`src/rtl/mem_wb_skid_stage.sv`:
```
// mem_wb_skid_stage
//   Two-entry skid buffer between the MEM and WB pipeline stages. The main
//   entry drives the outputs. The skid entry catches one extra instruction
//   when WB stalls. Because in_ready comes straight from a flop, the upstream
//   ready path stays short.
//
// Optional feature (macro MEM_WB_WB_MUX_EN):
//   adds wb_data_out, which selects between mem_data_out and alu_result_out
//   using mem_to_reg_out.
//
// Ports
//   clk, rst                       clock, synchronous active-high reset
//   in_valid / in_ready            upstream handshake (in_ready registered)
//   alu_result_in, mem_data_in,
//   rd_in, reg_write_in,
//   mem_to_reg_in                  incoming payload
//   flush                          drop every held entry
//   out_valid / out_ready          downstream handshake
//   alu_result_out, mem_data_out,
//   rd_out, reg_write_out,
//   mem_to_reg_out                 registered payload of the main entry
//   occupancy                      held entries, 0..2
//   wb_data_out                    write-back mux output (MEM_WB_WB_MUX_EN only)
//
// state    | meaning
// ---------+-------------------------------------------
// ST_EMPTY | nothing held, outputs invalid
// ST_ONE   | main entry valid, skid entry free
// ST_FULL  | main and skid entries valid, in_ready low

module mem_wb_skid_stage #(
   parameter int DATA_W = 32,
   parameter int RD_W   = 5
) (
   input  logic              clk,
   input  logic              rst,
   input  logic              in_valid,
   output logic              in_ready,
   input  logic [DATA_W-1:0] alu_result_in,
   input  logic [DATA_W-1:0] mem_data_in,
   input  logic [RD_W-1:0]   rd_in,
   input  logic              reg_write_in,
   input  logic              mem_to_reg_in,
   input  logic              flush,
   output logic              out_valid,
   input  logic              out_ready,
   output logic [DATA_W-1:0] alu_result_out,
   output logic [DATA_W-1:0] mem_data_out,
   output logic [RD_W-1:0]   rd_out,
   output logic              reg_write_out,
   output logic              mem_to_reg_out,
   output logic [1:0]        occupancy
`ifdef MEM_WB_WB_MUX_EN
   ,
   output logic [DATA_W-1:0] wb_data_out
`endif
);

   typedef struct packed {
      logic [DATA_W-1:0] alu;
      logic [DATA_W-1:0] mem;
      logic [RD_W-1:0]   rd;
      logic              rw;
      logic              m2r;
   } entry_t;

   // The encoding equals the entry count, so occupancy is the state register.
   typedef enum logic [1:0] {
      ST_EMPTY = 2'd0,
      ST_ONE   = 2'd1,
      ST_FULL  = 2'd2
   } state_t;

   state_t state_q, state_d;
   entry_t main_q, main_d;
   entry_t skid_q, skid_d;
   logic   in_ready_q, in_ready_d;

   entry_t in_entry;
   logic   accept;
   logic   consume;

   always_comb begin
      in_entry     = '0;
      in_entry.alu = alu_result_in;
      in_entry.mem = mem_data_in;
      in_entry.rd  = rd_in;
      // Writes to x0 are dropped here, so WB never needs to test for them.
      in_entry.rw  = reg_write_in && (rd_in != '0);
      in_entry.m2r = mem_to_reg_in;
   end

   assign out_valid = (state_q != ST_EMPTY);
   assign accept    = in_valid && in_ready_q;
   assign consume   = out_valid && out_ready;

   always_comb begin
      state_d = state_q;
      main_d  = main_q;
      skid_d  = skid_q;

      case (state_q)
         ST_EMPTY: begin
            if (accept) begin
               main_d  = in_entry;
               state_d = ST_ONE;
            end
         end
         ST_ONE: begin
            if (accept && consume) begin
               main_d = in_entry;
            end else if (accept) begin
               skid_d  = in_entry;
               state_d = ST_FULL;
            end else if (consume) begin
               state_d = ST_EMPTY;
            end
         end
         ST_FULL: begin
            if (consume) begin
               main_d  = skid_q;
               state_d = ST_ONE;
            end
         end
         default: state_d = ST_EMPTY;
      endcase

      // Flush beats accept and consume. Payload flops are left alone because
      // out_valid and the reg_write gate already hide them.
      if (flush) begin
         state_d = ST_EMPTY;
         main_d  = main_q;
         skid_d  = skid_q;
      end

      in_ready_d = (state_d != ST_FULL);
   end

   always_ff @(posedge clk) begin
      if (rst) begin
         state_q    <= ST_EMPTY;
         main_q     <= '0;
         skid_q     <= '0;
         in_ready_q <= 1'b1;
      end else begin
         state_q    <= state_d;
         main_q     <= main_d;
         skid_q     <= skid_d;
         in_ready_q <= in_ready_d;
      end
   end

   assign in_ready       = in_ready_q;
   assign occupancy      = state_q;
   assign alu_result_out = main_q.alu;
   assign mem_data_out   = main_q.mem;
   assign rd_out         = main_q.rd;
   assign reg_write_out  = main_q.rw && out_valid;
   assign mem_to_reg_out = main_q.m2r;

`ifdef MEM_WB_WB_MUX_EN
   assign wb_data_out = main_q.m2r ? main_q.mem : main_q.alu;
`endif

endmodule

```
`config.mk`:
```
export PLATFORM = sky130hd
export DESIGN_NAME = mem_wb_skid_stage
export DESIGN_NICKNAME = d
export VERILOG_FILES = /design/src/rtl/mem_wb_skid_stage.sv
export SDC_FILE = /design/constraint.sdc
export NUM_CORES = 1
export LEC_CHECK = 0
export CORE_MARGIN = 1.5
export CORE_UTILIZATION = 40
export DETAILED_ROUTE_END_ITERATION = 10
export MAX_ROUTING_LAYER = met4
export PLACE_DENSITY = 0.72
export SYNTH_ARGS = -nofsm -noshare
export SYNTH_HDL_FRONTEND = slang
export SYNTH_SLANG_ARGS = --single-unit
```
`constraint.sdc`:
```
create_clock -name clk -period 1.9 [get_ports clk]
set_clock_uncertainty 0.1 [all_clocks]
set_input_delay 0.38 -clock clk [delete_from_list [all_inputs] [get_ports clk]]
set_output_delay 0.38 -clock clk [all_outputs]
set_load 0.02 [all_outputs]
```
==> results of run 1 <==
## placed cells by master, fill, tap and decap left out, types with 2 or more instances in the layout
cell type | Yosys | routed
nor2_1 | 72 | 72
dlymetal6s2s_1 | 0 | 11
dfxtp_1 | 145 | 144
or4_1 | 2 | 2
dlygate4sd2_1 | 0 | 3
nand2_1 | 285 | 285
a21oi_1 | 72 | 72
buf_4 | 69 | 18
clkinv_2 | 0 | 7
a311oi_2 | 70 | 70
nand2b_2 | 0 | 2
clkbuf_8 | 0 | 2
buf_12 | 1 | 11
clkbuf_16 | 0 | 17
clkbuf_1 | 35 | 2
clkdlybuf4s50_1 | 0 | 133
nor2b_4 | 0 | 2
## worst max path at each step
stage | endpoint | depth (start not counted)
CTS | mem_data_out[8] | 1
global placement | alu_result_out[8] | 6
finish | mem_data_out[19] | 1
global route | mem_data_out[19] | 1
detailed placement | alu_result_out[0] | 6
floorplan | mem_data_out[10] | 7
## per-stage QoR
stage | hold slack [ps] | total power (W)
finish | 244 | 0.00729
global route | 247 | 0.00758
CTS | 222 | 0.00739
detailed placement | 347 | 0.00433
global placement | 340 | 0.00432
floorplan | 332 | 0.00398
## sequential cells by signal, indices dropped and copies added (netlist names)
register        flops
alu_result_out     32
in_ready            1
main_q              1
mem_data_out       32
mem_to_reg_out      1
occupancy           2
rd_out              5
skid_q             71
## logic make-up after synthesis
logic type	Yosys count
flops	145
xor+xnor	1
buf+inv	134
simple gates	369
compound gates	146
## cell type report
class / instances / area (sq um)
clock buffer: 21 / 460
clock inverter: 8 / 65.1
fill: 1477 / 7570
inverter: 1 / 3.75
multi-input combinational: 516 / 2910
sequential: 145 / 2900
tap: 216 / 270
timing repair buffer: 179 / 1870
## metal layers
layer | wire length (um) | share of wire [%] | track usage [%] | vias to the layer above
met5 | 0 | 0 | - | -
met4 | 200 | 1.3 | 7.59 | 0
met3 | 638 | 4.1 | 3.84 | 14
met2 | 7440 | 48 | 28.8 | 119
met1 | 7150 | 46 | 23.0 | 2498
li1 | - | - | - | 2711
## power by group
group          switching [W]  leakage [nW]  internal [W]  total, W
clock network        0.00120         0.268       0.00183   0.00303
registers          0.0000638          1.18       0.00316   0.00323
logic               0.000519          1.66      0.000512   0.00103
total                0.00179          3.11       0.00551   0.00729
==> out/qor.json, run 1 <==
{
  "min_path": {
    "hold-path-endpoint": "skid_q[19]",
    "hold_path_depth": 2,
    "min-delay-start": "rst",
    "worstHoldPathType": "input port to flop"
  },
  "logic_synthesis": {
    "adder_and_majority_gate_portion_of_the_synthesized_area_pct": 0,
    "netlist_top_cells_count": "nand2_1, dfxtp_1, a21oi_1, nor2_1, a311oi_2",
    "syn-num-nets": 871,
    "synth_largest_area_cell": "dfxtp_1",
    "fraction_of_synthesized_area_in_multiplexers_pct": 0,
    "synth-warning-count": 0,
    "most_used_dff_post_synth": "dfxtp_1",
    "synth_simple_gate_area_share_pct": 21.4,
    "main_combinational_cell_family_by_area_after_synthesis": "compound AO/OA/AOI/OAI gates",
    "most_repeated_cell_in_the_gate_level_netlist_after_synthesis": "nand2_1",
    "synth.top_cell.area_share_pct": 43.7,
    "ys_seq_area_share_pct": 43.7,
    "avgSynthCellArea_sq_um": 8.36,
    "number_of_enable_flip_flop_cells_after_synthesis": 0,
    "ys_async_sr_fraction_pct": 0,
    "synthesis.area_sq_um": 6650,
    "synth.ff_latch_count": 145,
    "xor_and_xnor_fraction_of_the_mapped_netlist_area_pct": 0.132,
    "synth-compound-area-share_pct": 21.8,
    "post_synth_main_area_contributors": "dfxtp_1, nand2_1, a311oi_2",
    "ys_types": 25,
    "netlist_instances": 795
  },
  "worst_setup_path": {
    "cp.required_ps": 1420,
    "critical_path.reg2reg.startpoint": "occupancy[0]",
    "timing.setup.critical_path_class": "flop to output pin",
    "critical_path.startpoint_type": "flop",
    "slowest_delay_ps": 630,
    "critical_path.slowest_cell": "clkdlybuf4s50_1",
    "worst_r2r_endpoint": "alu_result_out[0]",
    "reg2regPathDepth": 6,
    "path_max_fanout": 2,
    "path_cells": "clkdlybuf4s50_1",
    "critical_path.n_buffers_inverters": 1,
    "critPathLaunch": "mem_data_out[19]",
    "cpLargestDelayFamily": "buffers and inverters",
    "critical_path_arrival_ps": 1370,
    "timing.critical_path.to_type": "output pin",
    "setup.reg_to_reg.worst_slack_ps": 190
  },
  "layout": {
    "syn2layout_area_growth_pct": 27.6,
    "finish.utilization_pct": 52.8,
    "ratio_of_cells_with_drive_above_1_in_the_final_layout_pct": 15.6,
    "final_cell_area_sq_um": 8480,
    "design.final.nets": 936,
    "fin_cells": 1086,
    "num_antenna_cells": 0
  },
  "grt": {
    "grt.overflow.total": 0,
    "global_route_total_usage_across_every_layer_pct": 18.4,
    "number_of_antenna_violations_at_the_first_check_in_global_routing": 0,
    "grt_max_degree": 63,
    "first_global_vias": 4942,
    "grt_first_pass_wirelength_um": 25000
  },
  "clocking": {
    "root_buffer": "clkbuf_16",
    "cts_setup_buffers": 0,
    "cts_tree": "done",
    "ctsHoldBuffers": 0,
    "cts.reportedPaths.clkPinSlew_ps": 60,
    "clock_sinks": 145,
    "tritoncts.num_buffers": 17,
    "clk_latency_ps": 410,
    "maximum_level_of_the_cts_h_tree": 4,
    "cts_resized": 9,
    "cts_buffer_depth": 2
  },
  "timing": {
    "fin_tns_setup_ps": 0,
    "final-max-slew-violation-count": 0,
    "grt_setup_unrepaired": "no",
    "finalCriticalPeriod_ps": 1850,
    "final_min_period_over_clock_period_pct": 97.5,
    "hold_viol_final": 0,
    "max_clock_freq_mhz": 540,
    "tightest_slew_ps": 370,
    "final_critical_path_setup_slack_ps": 47.1,
    "slew_headroom_pct": 75.3,
    "finalSetupViolations": 0
  },
  "floorplan": {
    "fp.dieArea_sq_um": 17400,
    "initial_core_util_pct": 41.4,
    "die_height_um": 132,
    "die_x_um": 132,
    "placeableCoreArea_sq_um": 16100,
    "placementRows": 46,
    "floorplan.io_pins": 151
  },
  "place": {
    "dp_worst_setup_slack_ps": -264,
    "post-dp-hpwl_um": 9690,
    "dpl_cell_area_sq_um": 7940,
    "routabilityCongestion": 0.734,
    "port_buffers": 150,
    "placed_cells": 1057
  },
  "routing": {
    "route.final.wire_length_um": 15400,
    "vias_per_instance": 4.92,
    "drt-initial-drc-count": 337,
    "routed_wire_length_per_instance_um": 14.2,
    "detailedRoute.firstPassIterationCount": 4,
    "drtAntennaViolNets": 0,
    "num_vias": 5342,
    "drt_drc_violations_left": 0
  },
  "pwr": {
    "power_density_nw_per_um2": 860,
    "p_leak_nw": 3.11,
    "vdd_drop_max_mv": 0.598
  },
  "outcome": {
    "status": "complete, no violations"
  },
  "job": {
    "maxCapViolCount": 0
  }
}
Power figures use the tool's default switching activity.
==> inputs of run 2 (changes only) <==
--- a/config.mk
+++ b/config.mk
@@ -6,10 +6,10 @@
 export NUM_CORES = 1
 export LEC_CHECK = 0
 export CORE_MARGIN = 1.5
-export CORE_UTILIZATION = 40
+export CORE_UTILIZATION = 43
 export DETAILED_ROUTE_END_ITERATION = 10
 export MAX_ROUTING_LAYER = met4
-export PLACE_DENSITY = 0.72
+export PLACE_DENSITY = 0.76
 export SYNTH_ARGS = -nofsm -noshare
 export SYNTH_HDL_FRONTEND = slang
 export SYNTH_SLANG_ARGS = --single-unit
==> run 2 against run 1 <==
  * Cell count is 2.2% lower
  * Global-route usage is 0.99 points higher
  * Clock power is 17% higher
  * Via count is 1.0% higher
  * Power is 7.1% higher
  * Combinational power hardly changed
  * Die area is 6.8% lower
  * Fmax is 0.38% lower
  * First-iteration DRC count is 6.8% higher
  * Worst setup slack worse by 7.1 ps
  * Design area is 0.93% higher
==> out/qor.json, run 2 (synthesized netlist as in run 1, its figures left out) <==
{
  "grt": {
    "number_of_antenna_violations_at_the_first_check_in_global_routing": {"value": 0, "change": "unchanged"},
    "grt.overflow.total": {"value": 0, "change": "unchanged"},
    "global_route.peak_usage_layer": {"value": "met2", "change": "unchanged"},
    "met1_usage": {"value": 22.9, "unit": "%", "change": "was 23.0%"},
    "first_global_vias": {"value": 4949, "change": "was 4,942"},
    "global_route_total_usage_across_every_layer": {"value": 19.3, "unit": "%", "change": "was 18.4%"},
    "met2_routing_resource_usage_after_global_routing": {"value": 32.8, "unit": "%", "change": "was 28.8%"},
    "grt_first_pass_wirelength": {"value": 24200, "unit": "um", "change": "was 25,000 um"},
    "grt_max_degree": {"value": 74, "change": "was 63"},
    "grtUsageMet3": {"value": 4.77, "unit": "%", "change": "was 3.84%"}
  },
  "layout": {
    "final_cell_area": {"value": 8560, "unit": "sq um", "change": "was 8480 sq um"},
    "syn2layout_area_growth": {"value": 28.8, "unit": "%", "change": "was 27.6%"},
    "multi_input_logic_area": {"value": 2910, "unit": "sq um", "change": "about the same"},
    "largest-register": {"value": "skid_q", "change": "unchanged"},
    "largest_reg_flops": {"value": 71, "change": "unchanged"},
    "register_area": {"value": 2900, "unit": "sq um", "change": "about the same"},
    "num_antenna_cells": {"value": 0, "change": "unchanged"},
    "design.final.nets": {"value": 938, "change": "was 936"},
    "ratio_of_cells_with_drive_above_1_in_the_final_layout": {"value": 15.8, "unit": "%", "change": "was 15.6%"},
    "fin_cells": {"value": 1062, "change": "was 1,086"},
    "n_fill_cell": {"value": 1384, "change": "was 1,477"},
    "layout_commonest_cell": {"value": "nand2_1", "change": "unchanged"},
    "most-common-layout-cells": {"value": "nand2_1, dfxtp_1, clkdlybuf4s50_1", "change": "unchanged"}
  },
  "pwr": {
    "vdd_drop_max": {"value": 0.563, "unit": "mV", "change": "was 0.598 mV"},
    "p_leak": {"value": 3.17, "unit": "nW", "change": "was 3.11 nW"},
    "power_density": {"value": 912, "unit": "nW/um^2", "change": "was 860 nW/um^2"}
  },
  "worst_setup_path": {
    "worst-path-stages": {"value": 1, "change": "unchanged"},
    "critPathLaunch": {"value": "mem_data_out[20]", "change": "was mem_data_out[19]"},
    "critical_path.startpoint_type": {"value": "flop", "change": "unchanged"},
    "path_max_fanout": {"value": 2, "change": "unchanged"},
    "setup.reg_to_reg.worst_slack": {"value": 110, "unit": "ps", "change": "was 190 ps"},
    "cpLargestDelayFamily": {"value": "buffers and inverters", "change": "unchanged"},
    "slowest_delay": {"value": 610, "unit": "ps", "change": "was 630 ps"},
    "critical_path.reg2reg.startpoint": {"value": "occupancy[1]", "change": "was occupancy[0]"},
    "path_cells": {"value": "clkdlybuf4s50_1", "change": "unchanged"},
    "timing.critical_path.to_type": {"value": "output pin", "change": "unchanged"},
    "critPathCapture": {"value": "mem_data_out[20]", "change": "was mem_data_out[19]"},
    "timing.setup.critical_path_class": {"value": "flop to output pin", "change": "unchanged"},
    "critical_path_arrival": {"value": 1380, "unit": "ps", "change": "was 1370 ps"},
    "worst_r2r_endpoint": {"value": "alu_result_out[18]", "change": "was alu_result_out[0]"},
    "cp.required": {"value": 1420, "unit": "ps", "change": "about the same"},
    "critical_path.slowest_cell": {"value": "clkdlybuf4s50_1", "change": "unchanged"},
    "critical_path.n_buffers_inverters": {"value": 1, "change": "unchanged"},
    "reg2regPathDepth": {"value": 6, "change": "unchanged"}
  },
  "floorplan": {
    "initial_core_util": {"value": 43.9, "unit": "%", "change": "was 41.4%"},
    "placementRows": {"value": 45, "change": "was 46"},
    "placeableCoreArea": {"value": 15100, "unit": "sq um", "change": "was 16,100 sq um"},
    "floorplan.io_pins": {"value": 151, "change": "unchanged"},
    "fp.dieArea": {"value": 16200, "unit": "sq um", "change": "was 17,400 sq um"},
    "die_height": {"value": 127, "unit": "um", "change": "was 132 um"},
    "die_x": {"value": 127, "unit": "um", "change": "was 132 um"}
  },
  "routing": {
    "drt_drc_violations_left": {"value": 0, "change": "unchanged"},
    "routed_wire_length_per_instance": {"value": 14.3, "unit": "um", "change": "was 14.2 um"},
    "drt-initial-drc-count": {"value": 360, "change": "was 337"},
    "num_vias": {"value": 5398, "change": "was 5,342"},
    "vias_per_instance": {"value": 5.08, "change": "was 4.92"},
    "detailedRoute.firstPassIterationCount": {"value": 4, "change": "unchanged"},
    "route.final.wire_length": {"value": 15200, "unit": "um", "change": "was 15,400 um"},
    "drtAntennaViolNets": {"value": 0, "change": "unchanged"}
  },
  "clocking": {
    "cts_tree": {"value": "done", "change": "unchanged"},
    "clk_latency": {"value": 410, "unit": "ps", "change": "about the same"},
    "cts.reportedPaths.clkPinSlew": {"value": 60, "unit": "ps", "change": "about the same"},
    "tritoncts.num_buffers": {"value": 17, "change": "unchanged"},
    "maximum_level_of_the_cts_h_tree": {"value": 4, "change": "unchanged"},
    "clock_sinks": {"value": 145, "change": "unchanged"},
    "root_buffer": {"value": "clkbuf_16", "change": "unchanged"},
    "cts_buffer_depth": {"value": 2, "change": "unchanged"}
  },
  "job": {
    "maxCapViolCount": {"value": 0, "change": "unchanged"}
  },
  "timing": {
    "grt_setup_unrepaired": {"value": "no", "change": "unchanged"},
    "tightest_slew": {"value": 390, "unit": "ps", "change": "was 370 ps"},
    "finalSetupViolations": {"value": 0, "change": "unchanged"},
    "final-max-slew-violation-count": {"value": 0, "change": "unchanged"},
    "hold_viol_final": {"value": 0, "change": "unchanged"},
    "max_clock_freq": {"value": 538, "unit": "MHz", "change": "was 540 MHz"},
    "final_min_period_over_clock_period": {"value": 97.9, "unit": "%", "change": "was 97.5%"},
    "finalCriticalPeriod": {"value": 1860, "unit": "ps", "change": "was 1850 ps"},
    "slew_headroom": {"value": 74.0, "unit": "%", "change": "was 75.3%"}
  },
  "place": {
    "post-dp-hpwl": {"value": 9330, "unit": "um", "change": "was 9690 um"},
    "routabilityCongestion": {"value": 0.776, "change": "was 0.734"},
    "port_buffers": {"value": 150, "change": "unchanged"},
    "dpl_cell_area": {"value": 7910, "unit": "sq um", "change": "was 7940 sq um"},
    "placed_cells": {"value": 1031, "change": "was 1,057"}
  },
  "outcome": {
    "status": {"value": "complete, no violations", "change": "unchanged"}
  },
  "min_path": {
    "worstHoldPathType": {"value": "input port to flop", "change": "unchanged"}
  }
}
## run 2: timing repair
action,in CTS,in global routing
buffers inserted,0,0
hold buffers,0,0
resized for setup,10,13
endpoints found under the setup margin,6,14
gates cloned,0,0
## run 2: stage by stage
| stage | worst slack [ps] | utilization (%) | power, W | setup TNS (ps) | hold slack (ps) |
|---|---|---|---|---|---|
| 2_1_floorplan | 164 | - | 0.00398 | 0 | 332 |
| 3_3_place_gp | -202 | 52.2 | 0.00431 | -21900 | 341 |
| 3_5_place_dp | -266 | 52.2 | 0.00433 | -26120 | 347 |
| 4_1_cts | 6.27 | 56.3 | 0.00790 | 0 | 234 |
| 5_1_grt | 0.910 | 56.5 | 0.00810 | 0 | 250 |
| 6_report | 40.0 | 56.5 | 0.00781 | 0 | 248 |
## run 2: how the worst min path moves through the flow
stage          slack, ps        from          to  cells after the start
6_report             250         rst  skid_q[22]                      2
5_1_grt              250         rst  skid_q[19]                      2
4_1_cts              230         rst  skid_q[19]                      2
3_5_place_dp         350  skid_q[16]  skid_q[16]                      2
3_3_place_gp         340   skid_q[1]   skid_q[1]                      2
2_1_floorplan        330   skid_q[1]   skid_q[1]                      2
## run 2: power breakdown
part	internal, W	switching (W)	leakage [nW]
logic	0.000510	0.000517	1.68
clock network	0.00230	0.00126	0.306
registers	0.00316	0.0000651	1.18
total	0.00597	0.00184	3.17
## run 2: layer usage
layer  wire length (um)  vias up
met1               6790     2525
met4                206        0
met2               7500      140
li1                   -     2711
met3                691       22
met5                  0        -
## run 2: final cells by class
class,instances,share of cell area (%)
clock inverters,9,1.81
well taps,188,2.75
repair buffers,181,22.0
flip-flops and latches,145,33.9
clock buffers,22,5.54
inverters,1,0.0438
multi-input cells,516,34.0
